===== src/rtl/display_scan_ctrl.sv =====
// Scan sequencer for a 4-digit multiplexed 7-segment display.
// Gap/PWM slot timing, leading-zero blanking, frame-aligned value updates.
module display_scan_ctrl #(
  parameter int SLOT_CYCLES = 20000,
  parameter int GAP_CYCLES  = 400
) (
  input  logic        clk,
  input  logic        rst,
  input  logic        enable,
  input  logic [15:0] value,
  input  logic        value_load,
  input  logic        lz_blank,
  input  logic [2:0]  bright,
  output logic [3:0]  an,
  output logic [3:0]  nibble,
  output logic [1:0]  digit_idx,
  output logic        frame_done,
  output logic        load_pending
);

  localparam int CW   = $clog2(SLOT_CYCLES + 1);
  localparam int UNIT = (SLOT_CYCLES - GAP_CYCLES) / 8;

  localparam logic [CW-1:0] LAST = CW'(SLOT_CYCLES - 1);
  localparam logic [CW-1:0] GAP  = CW'(GAP_CYCLES);
  localparam logic [CW-1:0] GAP1 = CW'(GAP_CYCLES - 1);

  typedef enum logic [1:0] {
    S_GAP,
    S_ON,
    S_OFF
  } state_t;

  state_t        state_q, state_d;
  logic [CW-1:0] cnt_q, cnt_d;
  logic [1:0]    idx_q, idx_d;
  logic [2:0]    bright_q, bright_d;
  logic [15:0]   shadow_q, shadow_d;
  logic [15:0]   pend_q, pend_d;
  logic          lp_q, lp_d;
  logic          fd_q, fd_d;
  logic [3:0]    an_q, an_d;
  logic [3:0]    nib_q, nib_d;

  logic          last;
  logic          bound;
  logic          blank;
  logic [3:0]    b1;
  logic [CW-1:0] on_len;

  always_comb begin
    cnt_d    = cnt_q;
    idx_d    = idx_q;
    bright_d = bright_q;
    shadow_d = shadow_q;
    pend_d   = pend_q;
    lp_d     = lp_q;
    fd_d     = 1'b0;
    last     = (cnt_q == LAST);
    bound    = enable && last && (idx_q == 2'd3);

    if (!enable) begin
      // a disabled display is a safe point to apply the pending value
      cnt_d = '0;
      idx_d = 2'd0;
      lp_d  = 1'b0;
      if (lp_q) shadow_d = pend_q;
      if (value_load) shadow_d = value;
    end else begin
      cnt_d = last ? '0 : cnt_q + CW'(1);
      if (last) idx_d = idx_q + 2'd1;
      if (cnt_q == GAP1) bright_d = bright;
      if (bound) begin
        fd_d = 1'b1;
        lp_d = 1'b0;
        if (lp_q) shadow_d = pend_q;
        if (value_load) shadow_d = value;
      end else if (value_load) begin
        pend_d = value;
        lp_d   = 1'b1;
      end
    end

    b1     = {1'b0, bright_d} + 4'd1;
    on_len = CW'(32'(b1) * 32'(UNIT));

    state_d = state_q;
    if (!enable) begin
      state_d = S_GAP;
    end else begin
      unique case (state_q)
        S_GAP: if (cnt_d == GAP) state_d = S_ON;
        S_ON: begin
          if (cnt_d == '0) state_d = S_GAP;
          else if (cnt_d == GAP + on_len) state_d = S_OFF;
        end
        S_OFF: if (cnt_d == '0) state_d = S_GAP;
        default: state_d = S_GAP;
      endcase
    end

    blank = 1'b0;
    unique case (idx_d)
      2'd1: blank = lz_blank && (shadow_d[15:4] == 12'h000);
      2'd2: blank = lz_blank && (shadow_d[15:8] == 8'h00);
      2'd3: blank = lz_blank && (shadow_d[15:12] == 4'h0);
      default: blank = 1'b0;
    endcase

    an_d = 4'hF;
    if (state_d == S_ON && !blank) an_d[idx_d] = 1'b0;
    nib_d = shadow_d[{idx_d, 2'b00} +: 4];
  end

  always_ff @(posedge clk) begin
    if (rst) begin
      state_q  <= S_GAP;
      cnt_q    <= '0;
      idx_q    <= 2'd0;
      bright_q <= 3'd0;
      shadow_q <= 16'h0000;
      pend_q   <= 16'h0000;
      lp_q     <= 1'b0;
      fd_q     <= 1'b0;
      an_q     <= 4'hF;
      nib_q    <= 4'h0;
    end else begin
      state_q  <= state_d;
      cnt_q    <= cnt_d;
      idx_q    <= idx_d;
      bright_q <= bright_d;
      shadow_q <= shadow_d;
      pend_q   <= pend_d;
      lp_q     <= lp_d;
      fd_q     <= fd_d;
      an_q     <= an_d;
      nib_q    <= nib_d;
    end
  end

  assign an           = an_q;
  assign nibble       = nib_q;
  assign digit_idx    = idx_q;
  assign frame_done   = fd_q;
  assign load_pending = lp_q;

endmodule


===== config.mk =====
export PLATFORM = sky130hd
export DESIGN_NAME = display_scan_ctrl
export DESIGN_NICKNAME = d
export VERILOG_FILES = /design/src/rtl/display_scan_ctrl.sv
export SDC_FILE = /design/constraint.sdc
export NUM_CORES = 1
export LEC_CHECK = 0
export CELL_PAD_IN_SITES_DETAIL_PLACEMENT = 0
export CELL_PAD_IN_SITES_GLOBAL_PLACEMENT = 2
export CORE_MARGIN = 1.5
export CORE_UTILIZATION = 31
export DETAILED_ROUTE_END_ITERATION = 6
export PLACE_DENSITY = 0.84
export SLEW_MARGIN = 20
export SYNTH_ARGS = -nofsm -noshare
export SYNTH_HDL_FRONTEND = slang
export SYNTH_SLANG_ARGS = --single-unit

===== constraint.sdc =====
create_clock -name clk -period 4.9 [get_ports clk]
set_input_delay 0.49 -clock clk [delete_from_list [all_inputs] [get_ports clk]]
set_output_delay 0.49 -clock clk [all_outputs]
set_load 0.05 [all_outputs]

==> qor.csv, run 1 <==
metric,value,unit
regArea,1280,um2
highest_layer,met4,
wl_met3,584,um
timing.final.max_slew_violations,0,
synthesis.instances,530,
total_power,0.00146,W
setup_slack,176,ps
synth-compound-area-share,19.8,%
place_area,5020,um2
hold_violations,0,
relSlewSlack,35.8,%
ys_types,66,
hold_class,flip-flop to flip-flop,
n_antenna_cell,0,
final_area,5630,um2
cap_violations,0,
drt-vias-per-instance,5.33,
layout.nets,634,
finalCritPeriodShare,96.4,%
routabilityCongestion,0.920,
crit_family,compound AO/OA/AOI/OAI gates,
critPathMaxFanout,5,
setup_violations,0,
crit_type,flip-flop to flip-flop,
drc,0,
grt-ovfl-total,0,
fp.dieW,120,um
ys_seq_elements,64,
cpPeakStageDelay,570,ps
slowest_stage,or4b_4,
multi_input_area,2970,um2
cp-start-kind,flip-flop,
synth_fp_nets,568,
power_leakage,2.08,nW
ys_seq_area_share,30.3,%
path_cells,or4b_4 -> buf_4 -> o41ai_4 -> o21ai_1 -> ha_4 -> xnor2_1 -> mux2i_2 -> buf_4 -> ha_4 -> ha_2 -> ha_4 -> and3_4 -> o41ai_4 -> xnor2_2 -> nand3_2 -> xnor2_2 -> a211oi_2 -> a31oi_4 -> o21ba_1,
hold_ws,454,ps
areaGrowthSynthToFinish,33.3,%
hpwl,9360,um
clock_power_share,52.1,%
wl,12800,um
vias,4142,
die_h,120,um
combPwrFrac,10.1,%
yosysWarnings,0,
grt_max_degree,44,
drtAntennaViolNets,0,
synth_area,4220,um2
outcome,finished clean,
port_buffers,35,
async_flop_share,0,%
cts_root_buffer,clkbuf_16,
first_pass_iters,5,
cts_buffer_depth,2,
finClkSkew,6.51,ps
io_pins,36,
drive_above_1_share,18.1,%
synth_fa_ha_area_share,4.15,%
intPower,0.00111,W
grt_pass1_wl,20800,um
crit_top_cell,ha_4,
grt_usage,18.5,%
worstPathArrival,4960,ps
p_switching,0.000343,W
wl_met1,5890,um
power_frac_seq,37.8,%
synth_top_flop_cell,dfxtp_1,
grt_pass1_vias,4100,
path_buf_inv,2,
fill_cells,1352,
cp-end-kind,flip-flop,
start_util,31.9,%
cts_buffers,9,
cts_sinks,64,
clock_latency,340,ps
wl_per_cell,16.5,um
cts_tree,built,
synth_xor_area_share,8.53,%
synth_top_family_by_area,simple AND/OR/NAND/NOR gates,
cts.htree.levels,3,
peakVddDrop,0.132,mV
swShare,23.6,%
period_minus_slack,4720,ps
clkTransAtPathRegs,60,ps
postCtsHoldBufs,0,
worst_slew_pin_slew,961,ps
utilization,42.5,%
drt_iter0_drc,357,
synth_mux_area_share,4.53,%
fmaxAchievable,212,MHz
rows,42,
synth_simple_gate_area_share,27.9,%
synth_edf_count,0,
power.density,259,nW/um2
coreArea,13200,um2
place_ws,-487,ps
wl_met2,6130,um
syn_avg_cell_area,7.97,um2
die_area,14300,um2
cp.required,5140,ps
antenna_found_initial,0,
==> synth_stat cells, types with 5 or more instances <==
cell type	instances	area, um2
a211oi_1	7	52.6
a21boi_0	5	37.5
a21oi_1	34	170
a221oi_1	7	61.3
a31oi_1	5	31.3
and3_1	9	56.3
clkbuf_1	21	78.8
dfxtp_1	64	1280
ha_1	14	175
inv_1	15	56.3
mux2i_1	18	180
nand2_1	44	165
nand2b_1	17	106
nand3_1	31	155
nand4_1	7	43.8
nor2_1	65	244
nor3_1	12	60.1
nor4_1	10	62.6
o21ai_0	14	70.1
o21ai_1	6	30.0
o221ai_1	5	43.8
o22a_1	6	52.6
o22ai_1	7	43.8
or3_1	5	31.3
xnor2_1	31	272
==> worst register-to-register path: stages (launching register included) <==
cell and delay, ps:
dfxtp_2 330, or4b_4 570, buf_4 170, o41ai_4 320
o21ai_1 210, ha_4 220, xnor2_1 130, mux2i_2 250
buf_4 180, ha_4 200, ha_2 190, ha_4 260
and3_4 170, o41ai_4 360, xnor2_2 180, nand3_2 130
xnor2_2 160, a211oi_2 260, a31oi_4 150, o21ba_1 190
==> cell usage in the layout, fill, tap and decap left out, types with 3 or more instances in the layout <==
cell	count
nor3_1	12
ha_4	4
inv_1	14
a21oi_1	33
xor3_1	3
clkbuf_16	9
xnor2_2	5
mux2i_1	14
ha_1	8
o211a_1	3
or3_1	5
nand2_1	44
o21ai_0	13
o221ai_1	5
nand2b_1	17
nor4_1	10
buf_4	52
a221oi_1	6
nand4b_1	4
nand4_1	7
bufinv_16	3
mux2i_2	4
and3_1	8
o21a_1	3
a211oi_1	5
xnor2_1	26
dfxtp_1	62
clkdlybuf4s50_1	34
nor2_1	65
o21ai_1	7
a21boi_0	5
o22a_1	6
o22ai_1	7
a31oi_1	4
nand3_1	29
==> worst paths after layout <==
| check | to | depth (start not counted) | slack, ps | start |
|---|---|---|---|---|
| max reg2reg | state_q[0] | 19 | 180 | cnt_q[10] |
| min | pend_q[15] | 2 | 450 | pend_q[15] |
| min reg2reg | pend_q[15] | 2 | 450 | pend_q[15] |
| max | state_q[0] | 19 | 180 | cnt_q[10] |
==> sequential cells by signal, summed over array words and instances, names as in the netlist <==
name,cells
pend_q,16
shadow_q,16
cnt_q,15
an,4
nibble,4
bright_q,3
digit_idx,2
state_q,2
frame_done,1
load_pending,1
==> what timing repair did <==
item | in CTS | in global routing
setup endpoints to repair | 6 | 6
setup buffers | 6 | 5
resized for setup | 5 | 25
pin swaps | 6 | 13
==> cell families after synthesis <==
| logic type | count (synthesis) |
|---|---|
| flip-flops | 64 |
| other | 1 |
| buffers and inverters | 47 |
| XOR/XNOR | 36 |
| multiplexers | 19 |
| AND/OR/NAND/NOR | 227 |
| adder cells (fa/ha/maj) | 14 |
| AO/OA/AOI/OAI | 122 |
==> stage by stage <==
step / instances / TNS, ps
global placement: 750 / -1610
floorplan: 530 / 0
CTS: 772 / 0
finish: 777 / 0
global route: 777 / -31.5
detailed placement: 750 / -2530
==> final cells by class <==
cell class / instances / share of cell area [%]
Tap cell: 176 / 3.91
Inverter: 15 / 1.00
Timing Repair Buffer: 87 / 13.2
Sequential cell: 64 / 22.8
Clock buffer: 10 / 4.25
Multi-Input combinational cell: 419 / 52.8
Clock inverter: 6 / 2.02
==> metal layers <==
layer  track usage (%)  vias to the layer above
met5                 0                        -
li1                  -                     2060
met2              29.7                       92
met1              24.1                     1978
met4              6.99                        0
met3              4.33                       12
==> power by group through the flow <==
stage	clock network, W	logic [W]	registers, W
floorplan	0	0.0000822	0.000565
finish	0.000759	0.000147	0.000551
global placement	0	0.000144	0.000561
CTS	0.000780	0.000146	0.000550
detailed placement	0	0.000145	0.000562
global route	0.000798	0.000161	0.000553
No activity file was read; power rests on OpenSTA's default activity.
==> run 2: changes to the inputs <==
--- a/config.mk
+++ b/config.mk
@@ -10,8 +10,8 @@
 export CORE_MARGIN = 1.5
 export CORE_UTILIZATION = 31
 export DETAILED_ROUTE_END_ITERATION = 6
-export PLACE_DENSITY = 0.84
-export SLEW_MARGIN = 20
+export GPL_TIMING_DRIVEN = 0
+export PLACE_DENSITY = 0.87
 export SYNTH_ARGS = -nofsm -noshare
 export SYNTH_HDL_FRONTEND = slang
 export SYNTH_SLANG_ARGS = --single-unit
==> run 2 against run 1 <==
Effect of this change:
- register-to-register slack worse by 60 ps
- non-clock buffer count up 2
- critical path type unchanged
- final cell count rose by 0.26%
- critical path depth grew 1
- hold slack better by 7.5 ps
- die area is the same
- sequential cell count did not move
==> qor.csv, run 2 (synthesis results as in run 1) <==
metric,value,unit,change
drive_above_1_share,16.7,%,-1.4 points
fill_cells,1377,,+1.8%
die_h,120,um,unchanged
slowest_stage,or4b_4,,
layout.nets,636,,+0.32%
total_power,0.00140,W,-4.0%
r2r_cells,20,,+1
cts.htree.levels,3,,unchanged
die_area,14300,um2,unchanged
cts_buffers,9,,unchanged
setup_violations,0,,unchanged
cp-start-kind,flip-flop,,
finalCritPeriodShare,97.7,%,+1.3 points
crit_family,simple AND/OR/NAND/NOR gates,,
grt_pass1_vias,4002,,-2.4%
hpwl,9810,um,+4.8%
grt-ovfl-total,0,,unchanged
fp.dieW,120,um,unchanged
outcome,finished clean,,
first_pass_iters,5,,unchanged
routabilityCongestion,0.901,,-2.0%
clkTransAtPathRegs,60,ps,about the same
drt_iter0_drc,378,,+5.9%
hold_class,flip-flop to flip-flop,,
grt_usage,19.2,%,+0.69 points
period_minus_slack,4790,ps,+64.6 ps
reg_top3,"pend_q: 16 flops, shadow_q: 16 flops, cnt_q: 15 flops",,
worst_slew_pin_slew,1070,ps,+107 ps
cts_sinks,64,,unchanged
antenna_found_initial,0,,unchanged
cts_tree,built,,
areaGrowthSynthToFinish,32.6,%,
wl,13500,um,+5.0%
use_met2,31.0,%,+1.2 points
path_cells,or4b_4 -> nor4_4 -> mux2i_2 -> inv_2 -> ha_4 -> xnor2_4 -> mux2i_4 -> buf_6 -> ha_4 -> ha_4 -> ha_4 -> and3_4 -> o41ai_4 -> xnor2_2 -> xnor2_1 -> nor2_1 -> a211oi_2 -> buf_4 -> a31oi_4 -> o21ba_1,,
hp-start,pend_q[0],,
critPathMaxFanout,5,,unchanged
grt_setup_unrepaired,true,,
cts_root_buffer,clkbuf_16,,
postCtsHoldBufs,0,,unchanged
timing.final.max_slew_violations,0,,unchanged
start_util,31.9,%,unchanged
cpPeakStageDelay,580,ps,about the same
vias,4246,,+2.5%
cts_buffer_depth,2,,unchanged
power.density,250,nW/um2,-3.5%
peakVddDrop,0.163,mV,+23%
grt_pass1_wl,21600,um,+3.8%
finClkSkew,9.30,ps,+2.79 ps
cp-end-kind,flip-flop,,
wl_per_cell,17.3,um,+4.7%
hold_violations,0,,unchanged
drt-vias-per-instance,5.45,,+2.2%
crit_type,flip-flop to flip-flop,,
path_buf_inv,3,,+1
port_buffers,34,,-2.9%
cp.depth,20,,+1
grtUsageMet1,26.3,%,+2.2 points
grt_max_degree,13,,-70%
fmaxAchievable,209,MHz,-1.3%
rows,42,,unchanged
coreArea,13200,um2,unchanged
n_antenna_cell,0,,unchanged
timing.rr.start,cnt_q[10],,
clock_latency,340,ps,about the same
power_leakage,2.02,nW,-3.0%
gr-max-usage-layer,met2,,
cp.required,5130,ps,about the same
relSlewSlack,27.9,%,-8.0 points
crit_start,cnt_q[10],,
final_cell_mix,"65 x nor2_1, 56 x dfxtp_1, 43 x nand2_1",,
drc,0,,unchanged
cap_violations,0,,unchanged
worstPathArrival,5010,ps,+50 ps
layout_commonest_cell,nor2_1,,
crit_top_cell,ha_4,,
io_pins,36,,unchanged
final.setup.tns,0,ps,unchanged
gr-usage-met3,2.99,%,-1.3 points
hold_path_depth,2,,unchanged
drtAntennaViolNets,0,,unchanged
[run 2: cell type report]
cell class | count | area [um2] | share of cell area [%]
buffer | 28 | 121 | 2.17
clock buffer | 9 | 225 | 4.02
clock inverter | 7 | 95.1 | 1.70
inverter | 15 | 56.3 | 1.01
multi-input combinational | 419 | 3030 | 54.2
sequential | 64 | 1300 | 23.2
tap | 176 | 220 | 3.93
timing repair buffer | 61 | 547 | 9.77
[run 2: what timing repair did]
item	4_1_cts	5_1_grt
resized for setup	32	26
setup buffers	12	15
pin swaps	13	14
endpoints found under the setup margin	6	6
[run 2: layer usage]
metal / share of wire (%) / vias to the layer above / routed length [um]
met2: 47 / 127 / 6290
met1: 47 / 2030 / 6290
met4: 1.6 / 0 / 214
li1: - / 2071 / -
met5: 0 / - / 0
met3: 5.0 / 18 / 679
[run 2: power breakdown]
part	switching, W	internal (W)
Clock	0.000255	0.000446
Sequential	0.0000109	0.000536
Combinational	0.0000899	0.0000599
Total	0.000356	0.00104
[run 2: worst min-delay path: stages, from the launching register on]
cell and delay [ps]:
dfxtp_1 310, nand2_1 50, a21oi_1 50
[run 2: path summary, 6_finish.rpt]
| check | slack (ps) | end |
|---|---|---|
| worst min-delay path | 460 | pend_q[0] |
| worst max register to register | 110 | state_q[0] |
| worst max-delay path | 110 | state_q[0] |
| worst min register to register | 460 | pend_q[0] |
[run 2: through the flow]
stage / hold WS, ps / cell area (um2) / std cells / utilization (%) / setup WS, ps
global route: 492 / 5600 / 779 / 42.3 / -70.9
detailed placement: 454 / 4830 / 740 / 36.4 / -1280
floorplan: 436 / 4270 / 530 / - / 7.99
CTS: 462 / 5350 / 764 / 40.4 / 26.9
finish: 461 / 5600 / 779 / 42.3 / 112
global placement: 450 / 4830 / 740 / 36.4 / -1160
